<file path="config.mk">
export PLATFORM = sky130hd
export DESIGN_NAME = rot_result_queue
export DESIGN_NICKNAME = d
export VERILOG_FILES = /design/src/rtl/rot_result_queue.sv
export SDC_FILE = /design/constraint.sdc
export NUM_CORES = 1
export LEC_CHECK = 0
export CELL_PAD_IN_SITES_DETAIL_PLACEMENT = 1
export CELL_PAD_IN_SITES_GLOBAL_PLACEMENT = 1
export CORE_MARGIN = 10
export CORE_UTILIZATION = 37
export DETAILED_ROUTE_END_ITERATION = 8
export PLACE_DENSITY = 0.7
export REMOVE_ABC_BUFFERS = 1
export SETUP_SLACK_MARGIN = 0.5
export SLEW_MARGIN = 20
export SYNTH_ARGS = -nofsm -noshare
export SYNTH_HDL_FRONTEND = slang
export SYNTH_SLANG_ARGS = --single-unit
</file>
<file path="constraint.sdc">
create_clock -name clk -period 8.1 [get_ports clk]
set_input_delay 2.43 -clock clk [delete_from_list [all_inputs] [get_ports clk]]
set_output_delay 2.43 -clock clk [all_outputs]
set_load 0.02 [all_outputs]
</file>
<file path="src/rtl/rot_result_queue.sv">
// Rotate-unit result queue: in-order circular FIFO between the rotate pipeline and the CDB.
// Optional same-cycle bypass of an empty queue is enabled by defining ROT_RESULT_BYPASS_EN.

package rot_result_pkg;
    // CR0 field (lt, gt, eq, so) plus the XER bits a rotate/shift can update.
    typedef struct packed {
        logic [3:0] cr0;
        logic       so;
        logic       ov;
        logic       ca;
    } cond_exception_t;
endpackage

module rot_result_queue
    import rot_result_pkg::*;
#(
    parameter int RS_ID_WIDTH = 5,
    parameter int DEPTH       = 4
) (
    input  logic                     clk,
    input  logic                     rst,
    input  logic                     input_valid,
    output logic                     input_ready,
    input  logic [RS_ID_WIDTH-1:0]   rs_id_in,
    input  logic [4:0]               result_reg_addr_in,
    input  logic [31:0]              result_in,
    input  cond_exception_t          cr0_xer_in,
    output logic                     cdb_request,
    input  logic                     cdb_grant,
    output logic [RS_ID_WIDTH-1:0]   cdb_rs_id,
    output logic [4:0]               cdb_reg_addr,
    output logic [31:0]              cdb_result,
    output cond_exception_t          cdb_cr0_xer,
    output logic [$clog2(DEPTH):0]   level
);

    localparam int AW = $clog2(DEPTH);
    localparam int PW = AW + 1;

    // result is carried in IBM bit order: bit 0 (the MSB) lives at [31] here.
    typedef struct packed {
        logic [RS_ID_WIDTH-1:0] rs_id;
        logic [4:0]             reg_addr;
        logic [31:0]            result;
        cond_exception_t        cr0_xer;
    } entry_t;

    entry_t          mem_q [DEPTH];
    logic [PW-1:0]   wr_ptr_q, wr_ptr_d;
    logic [PW-1:0]   rd_ptr_q, rd_ptr_d;

    entry_t          entry_in;
    entry_t          head;
    entry_t          out_entry;
    logic            empty;
    logic            full;
    logic            push_en;
    logic            pop_en;

    assign entry_in = '{rs_id:    rs_id_in,
                        reg_addr: result_reg_addr_in,
                        result:   result_in,
                        cr0_xer:  cr0_xer_in};

    assign empty = (wr_ptr_q == rd_ptr_q);
    assign full  = (wr_ptr_q[AW-1:0] == rd_ptr_q[AW-1:0]) &&
                   (wr_ptr_q[AW] != rd_ptr_q[AW]);
    assign level = wr_ptr_q - rd_ptr_q;
    assign head  = mem_q[rd_ptr_q[AW-1:0]];

    // Ready ignores a same-cycle pop so it stays a pure function of registered state.
    assign input_ready = !full;

`ifdef ROT_RESULT_BYPASS_EN
    logic bypass_take;

    assign bypass_take = empty && input_valid && cdb_grant;
    assign cdb_request = !empty || input_valid;
    assign out_entry   = empty ? entry_in : head;
    assign push_en     = input_valid && input_ready && !bypass_take;
`else
    assign cdb_request = !empty;
    assign out_entry   = head;
    assign push_en     = input_valid && input_ready;
`endif

    // Only a queued head can be popped; a bypassed result never touches the pointers.
    assign pop_en = cdb_grant && !empty;

    assign cdb_rs_id    = out_entry.rs_id;
    assign cdb_reg_addr = out_entry.reg_addr;
    assign cdb_result   = out_entry.result;
    assign cdb_cr0_xer  = out_entry.cr0_xer;

    always_comb begin
        wr_ptr_d = wr_ptr_q;
        rd_ptr_d = rd_ptr_q;
        if (push_en) wr_ptr_d = wr_ptr_q + PW'(1);
        if (pop_en)  rd_ptr_d = rd_ptr_q + PW'(1);
    end

    // NOTE: sequential state uses non-blocking assignments so every register samples pre-edge values.
    always_ff @(posedge clk or negedge rst) begin
        if (!rst) begin
            wr_ptr_q <= '0;
            rd_ptr_q <= '0;
        end else begin
            wr_ptr_q <= wr_ptr_d;
            rd_ptr_q <= rd_ptr_d;
        end
    end

    // NOTE: storage is deliberately not reset; the pointers alone define which entries are valid.
    always_ff @(posedge clk) begin
        if (push_en) mem_q[wr_ptr_q[AW-1:0]] <= entry_in;
    end

endmodule

</file>
==> Yosys cells after proc, flatten, opt, wreduce, memory -nomap -nowiden <==
Memory sizes are Yosys's and may differ from the RTL's.
Cells that the tools add are included.
{ "classes": {"n_addsub": 3, "eq_ne": 3, "muxes": 2, "reduce_logical": 5} }
{ "ops": {"columns": ["operator", "n"], "rows": [
  ["3-bit by 1-bit adder with 3-bit output (second input constant)", 2],
  ["3-bit == test", 1],
  ["1-bit logical AND", 3],
  ["3-bit subtractor", 1],
  ["2-bit == test", 1],
  ["1-bit logical NOT", 2],
  ["1-bit two-way mux", 2],
  ["1-bit inequality test", 1]
]} }
{ "word_totals": {"ff_bits": 6, "mem_bits_rw": 196, "input_bits": 53, "output_inout_bits": 54, "elab_cells": 16, "n_memories": 1} }
{ "memory_table": {"columns": ["memory", "words", "width", "read_ports", "rd_ports_with_merged_regs", "wr", "line", "rtl"], "rows": [
  ["mem_q", 4, 49, 1, 0, 1, "48", "entry_t mem_q [DEPTH];"]
]} }

==> Depth between registers and ports, before layout <==
Gate-level depths: netlist of the first run.
{ "depth": {"word_depth": 6, "ltp_mapped": 7, "depth_no_buf": 5} }

==> Worst setup path before layout of the first run <==
Ideal clock, no wire load.
{ "synth_timing": {"path_type": "in2reg", "startpoint": "input port input_valid", "endpoint": "memory mem_q[0][0] (netlist bit), enable pin", "setup_time_ps": 412, "arrival_ps": 3647, "required_time_ps": 7688, "setup_slack_ps": 4042, "path_stages": 1, "n_path_buf": 0, "path_cell_list": "and3_1"} }
{ "synth_between": {"elab_chain_cells": 3} }
{ "synth_lines": {"columns": ["item", "line", "rtl"], "rows": [
  ["start, declared", "22", "input logic input_valid,"],
  ["1-bit logical AND", "84", "assign push_en = input_valid && input_ready;"],
  ["1-bit two-way mux", "115", "if (push_en) mem_q[wr_ptr_q[AW-1:0]] <= entry_in;"],
  ["1-bit two-way mux (implied by the code)", "115", null],
  ["end, declared", "48", null]
]} }
No other way between the ends.

==> Worst setup path after layout of the first run <==
{ "layout_timing": {"startpoint": "register rd_ptr_q[0]", "endpoint": "output port level[1]"} }
{ "layout_between": {"elab_chain_cells": 1} }
{ "layout_lines": {"columns": ["item", "line", "rtl"], "rows": [
  ["start, declared", "50", "logic [PW-1:0] rd_ptr_q, rd_ptr_d;"],
  ["start signal, assigned", "109", "rd_ptr_q <= rd_ptr_d;"],
  ["3-bit subtractor", "68", "assign level = wr_ptr_q - rd_ptr_q;"],
  ["end, declared", "34", "output logic [$clog2(DEPTH):0] level"]
]} }
No other way between the ends.

==> results of run 1 <==
flip-flops by register name, summed over array words and instances, names as in the netlist:
name      count
wr_ptr_q      3
mem_q       196
rd_ptr_q      3
synth_stat cells (all sizes together):
master / count / area share
fa: 1 / 0.0026
dfrtp: 6 / 0.020
buf: 11 / 0.012
xor2: 1 / 0.0012
and3: 4 / 0.0033
nand3: 2 / 0.0013
nand2: 5 / 0.0025
xnor2: 4 / 0.0046
mux4: 49 / 0.15
mux2: 3 / 0.0049
inv: 6 / 0.0030
o21ai: 4 / 0.0031
edfxtp: 196 / 0.77
ha: 7 / 0.012
clkbuf: 1 / 0.00049
mux2i: 1 / 0.0013
layer usage:
metal  GRT usage  share of wire  wire [µm]  vias to the layer above
li1            -              -          -                     1536
met1       0.132           0.40       5950                     1761
met2       0.192           0.51       7610                      100
met3      0.0352          0.074       1090                       16
met4      0.0246          0.011        168                        0
met5           0              0          0                        -
final timing paths:
check | depth (start not counted) | startpoint | endpoint
worst max-delay path | 4 | rd_ptr_q[0] | level[1]
worst min-delay path | 1 | wr_ptr_q[0] | wr_ptr_q[0]
worst max register to register | 4 | rd_ptr_q[0] | mem_q[1][41]
worst min register to register | 1 | wr_ptr_q[0] | wr_ptr_q[0]
max in group asynchronous | 1 | rst | rd_ptr_q[0]
min in group asynchronous | 1 | rst | wr_ptr_q[2]
cell usage in the layout (no fill, tap or decap), types with 5 or more instances in the layout:
cell / netlist / layout
nand2_1: 5 / 5
mux4_1: 19 / 19
mux4_2: 30 / 30
inv_1: 6 / 6
ha_1: 7 / 7
bufinv_16: 0 / 5
edfxtp_1: 196 / 196
buf_4: 0 / 5
clkdlybuf4s50_1: 0 / 106
clkbuf_16: 0 / 23
power groups by stage:
| stage | registers [mW] | logic (mW) | clock network [mW] |
|---|---|---|---|
| finish | 1.54 | 1.36 | 1.06 |
| global route | 1.57 | 1.46 | 1.14 |
| CTS | 1.55 | 1.40 | 1.09 |
| detailed placement | 1.57 | 1.39 | 0 |
| global placement | 1.55 | 1.39 | 0 |
| floorplan | 1.56 | 0.767 | 0 |
cell type report:
| type | instances | area [µm²] | area share |
|---|---|---|---|
| Clock buffer | 26 | 587 | 0.0602 |
| Clock inverter | 14 | 200 | 0.0205 |
| Inverter | 6 | 22.5 | 0.00231 |
| Multi-Input combinational cell | 81 | 1460 | 0.149 |
| Sequential cell | 202 | 6040 | 0.620 |
| Tap cell | 270 | 338 | 0.0347 |
| Timing Repair Buffer | 111 | 1100 | 0.113 |
stage by stage:
stage,cells,instance area (µm²)
after floorplan,289,7510
after global placement,670,8960
final,710,9740
after detailed placement,670,8960
after global routing,710,9740
after CTS,710,9740
logic make-up after synthesis:
group | count (synthesis) | share of synthesized area
AND/OR/NAND/NOR | 11 | 0.00707
XOR/XNOR | 5 | 0.00576
multiplexers | 53 | 0.161
flip-flops | 202 | 0.794
buffers and inverters | 18 | 0.0156
AO/OA/AOI/OAI | 4 | 0.00313
adder cells (fa/ha/maj) | 8 | 0.0141
critical path, cell delays in order (launching register included):
cell and delay, ns:
dfrtp_4 1.10, ha_1 0.32, fa_1 0.41, inv_1 0.06
clkdlybuf4s50_1 0.59
==> out/results.ini, run 1 <==
[outcome]
status=finished, final reports clean

[cts]
clkLatencyLatePin_ns=0.49
cts_sinks=202
post_cts_resized=0
cts_buffers=22
htreeDepth=1
root_buffer=clkbuf_16
cts_setup_buffers=0
cts_max_path_buffers=3
clk_pin_slew_ns=0.06
hold_buffers=0
cts_tree=built

[drt]
route.detailed.drc=0
drt_iter0_drc=108
wl_per_cell_um=20.9
drtAntennaViolNets=0
wl_um=14800
route.vias.total=3413
vias_per_cell=4.81
detail_route.first_pass.iterations=4

[grt]
grt_usage=0.111
antenna_found_initial=0
grt_pass1_wl_um=23000
grt_max_degree=53
grt_pass1_vias=3990
grt.overflow.total=0

[timing]
fin_ws_ns=2.70
setup_viol=0
period_share=0.667
skew_ns=0.0104
max_slew_margin=0.321
report.final.slew_viol_count=0
worstMarginPinSlew_ns=1.02
min_period_ns=5.40
holdWs_ns=0.546
max_freq_mhz=185
fin_tns_setup_ns=0
rsz0062_at_grt=no
finalHoldViolations=0

[worst_setup_path]
start_kind=flip-flop
path_class=reg2out
cp.required_ns=5.67
worstPathArrival_ns=2.97
end_kind=primary output
r2r_slack_ns=4.81
crit_fanout=52

[pwr]
seq_power_share=0.389
power_mw=3.96
irDropWorstVdd_uv=242
power_frac_clock=0.268
comb_power_share=0.342
switchingPower_mw=1.20
power.internal_mw=2.76
switching_share=0.303
power_leakage_nw=3.25
pwr_density_cell_nw_per_um2=407

[job]
cap_viol_max_count=0

[synth]
syn_area_per_cell_um2=25.3
netlist-cell-type-count=21
mappedNetlistArea_um2=7610
ys_seq_area_frac=0.794
synth-seq-cells=202
synthCells=301
yosysWarningCount=0

[die]
die_w_um=163
initial_core_util=0.376
die_area_um2=26700
std_cell_rows=52
coreArea_um2=20200
io_pins=107
die_h_um=163

[cells_and_area]
diodes=0
fillers=1807
drive_above_1_share=0.177
fin_nets=485
utilization=0.482
area_growth_pct=28.1

[placement]
post-place-ws_ns=3.13
dp_hpwl_um=8940
port_buffers=106
place_congestion=0.670

[hold_path]
min_path_type=reg2reg

Power figures use the tool's default switching activity.
==> run 2, diff against run 1 <==
==> constraint.sdc (replaced) <==
create_clock -name clk -period 5.5 [get_ports clk]
set_input_delay 1.65 -clock clk [delete_from_list [all_inputs] [get_ports clk]]
set_output_delay 1.65 -clock clk [all_outputs]
set_load 0.02 [all_outputs]
==> run 2 against run 1 <==
  * Worst hold slack better by 0.0091 ns
  * Routed wire length increased by 3.5%
  * Register-to-register slack lost 2.5 ns
  * Critical endpoint is now cdb_rs_id[1]
==> out/results.ini, run 2 (same netlist as run 1, synthesis figures left out) <==
[cells_and_area]
drive_above_1_share=0.185  ; +0.00783
layout_common_cells=edfxtp_1, clkdlybuf4s50_1, mux4_2
area_growth_pct=29.0
fin_nets=488  ; +0.62%
design_area_um2=9810  ; +0.69%
fillers=1813  ; +0.33%
largest_reg_flops=196  ; unchanged
diodes=0  ; unchanged
layout_commonest_cell=edfxtp_1

[timing]
skew_ns=0.00826  ; -0.00210 ns
setup_viol=0  ; unchanged
rsz0062_at_grt=no
max_freq_mhz=216
finalHoldViolations=0  ; unchanged
min_period_ns=4.63
holdWs_ns=0.555  ; +0.00906 ns
max_slew_margin=0.374  ; +0.0530
fin_ws_ns=0.868  ; -1.83 ns
worstMarginPinSlew_ns=0.939  ; -0.0795 ns
fin_tns_setup_ns=0  ; unchanged
report.final.slew_viol_count=0  ; unchanged
period_share=0.842

[cts]
clkLatencyLatePin_ns=0.49  ; about the same
cts_tree=built
cts_setup_buffers=0  ; unchanged
htreeDepth=1  ; unchanged
hold_buffers=0  ; unchanged
cts_buffers=22  ; unchanged
cts_sinks=202  ; unchanged
post_cts_resized=0  ; unchanged
clk_pin_slew_ns=0.06  ; about the same
root_buffer=clkbuf_16
cts_max_path_buffers=3  ; unchanged

[worst_setup_path]
cp.required_ns=3.85  ; -1.82 ns
path_class=reg2out
worstPathArrival_ns=2.98  ; about the same
start_kind=flip-flop
crit_fanout=45  ; -13%
end_kind=primary output
r2r_cells=4  ; unchanged
r2r_slack_ns=2.32  ; -2.49 ns

[drt]
drtAntennaViolNets=0  ; unchanged
wl_um=15300  ; +3.5%
detail_route.first_pass.iterations=4  ; unchanged
wl_per_cell_um=21.5  ; +3.1%
route.vias.total=3438  ; +0.73%
route.detailed.drc=0  ; unchanged
drt_iter0_drc=176  ; +63%
vias_per_cell=4.82  ; +0.31%

[pwr]
irDropWorstVdd_uv=326  ; +35%
power_leakage_nw=3.29  ; +1.3%
pwr_density_cell_nw_per_um2=606  ; +49%
power_mw=5.95  ; +50%

[placement]
post-place-ws_ns=1.29  ; -1.84 ns
place_congestion=0.695  ; +3.7%
dp_hpwl_um=9740  ; +9.0%
port_buffers=106  ; unchanged
placed_cell_area_um2=8980  ; +0.25%

[grt]
antenna_found_initial=0  ; unchanged
grt_pass1_vias=4046  ; +1.4%
grt_pass1_wl_um=23800  ; +3.3%
grt_max_degree=46  ; -13%
grt.overflow.total=0  ; unchanged
grt_usage=0.115  ; +0.00451

[die]
std_cell_rows=52  ; unchanged
io_pins=107  ; unchanged
die_h_um=163  ; unchanged
initial_core_util=0.376  ; unchanged
coreArea_um2=20200  ; unchanged
die_w_um=163  ; unchanged
die_area_um2=26700  ; unchanged

[job]
cap_viol_max_count=0  ; unchanged

[hold_path]
whs_path_depth=1  ; unchanged
min_path_type=reg2reg

[outcome]
status=finished, final reports clean

run 2: per-layer routing:
metal / vias to the layer above / GRT usage / share of wire
met5: - / 0 / 0
met4: 0 / 0.0275 / 0.017
met3: 24 / 0.0330 / 0.063
met2: 91 / 0.205 / 0.52
met1: 1780 / 0.135 / 0.40
li1: 1543 / - / -
run 2: critical path, cell delays in order (launching register included):
cell,delay [ns]
dfrtp_4,1.00
buf_4,0.34
mux4_1,0.58
clkdlybuf4s50_1,0.56
run 2: worst paths after layout:
kind                           endpoint   startpoint
hold reg to reg             wr_ptr_q[0]  wr_ptr_q[0]
min in group asynchronous   wr_ptr_q[2]          rst
hold / removal              wr_ptr_q[0]  wr_ptr_q[0]
max in group asynchronous   rd_ptr_q[0]          rst
setup reg to reg           mem_q[3][21]  rd_ptr_q[0]
setup / recovery           cdb_rs_id[1]  rd_ptr_q[0]
run 2: area by class of cell:
type / count / area (µm²) / area share
Clock buffer: 24 / 579 / 0.0590
Clock inverter: 16 / 253 / 0.0258
Inverter: 6 / 22.5 / 0.00230
Multi-Input combinational cell: 81 / 1460 / 0.148
Sequential cell: 202 / 6040 / 0.616
Tap cell: 270 / 338 / 0.0344
Timing Repair Buffer: 114 / 1120 / 0.114
run 2: report_power, final:
group	total, mW	switching (mW)	leakage, nW	internal [mW]
sequential	2.31	0.233	1.87	2.08
combinational	1.98	0.984	1.02	1.00
clock	1.65	0.567	0.407	1.09
run 2: stage by stage:
| step | util | std cells |
|---|---|---|
| 5_1_grt | 0.485 | 713 |
| 2_1_floorplan | - | 289 |
| 3_5_place_dp | 0.444 | 673 |
| 4_1_cts | 0.485 | 713 |
| 3_3_place_gp | 0.444 | 673 |
| 6_report | 0.485 | 713 |
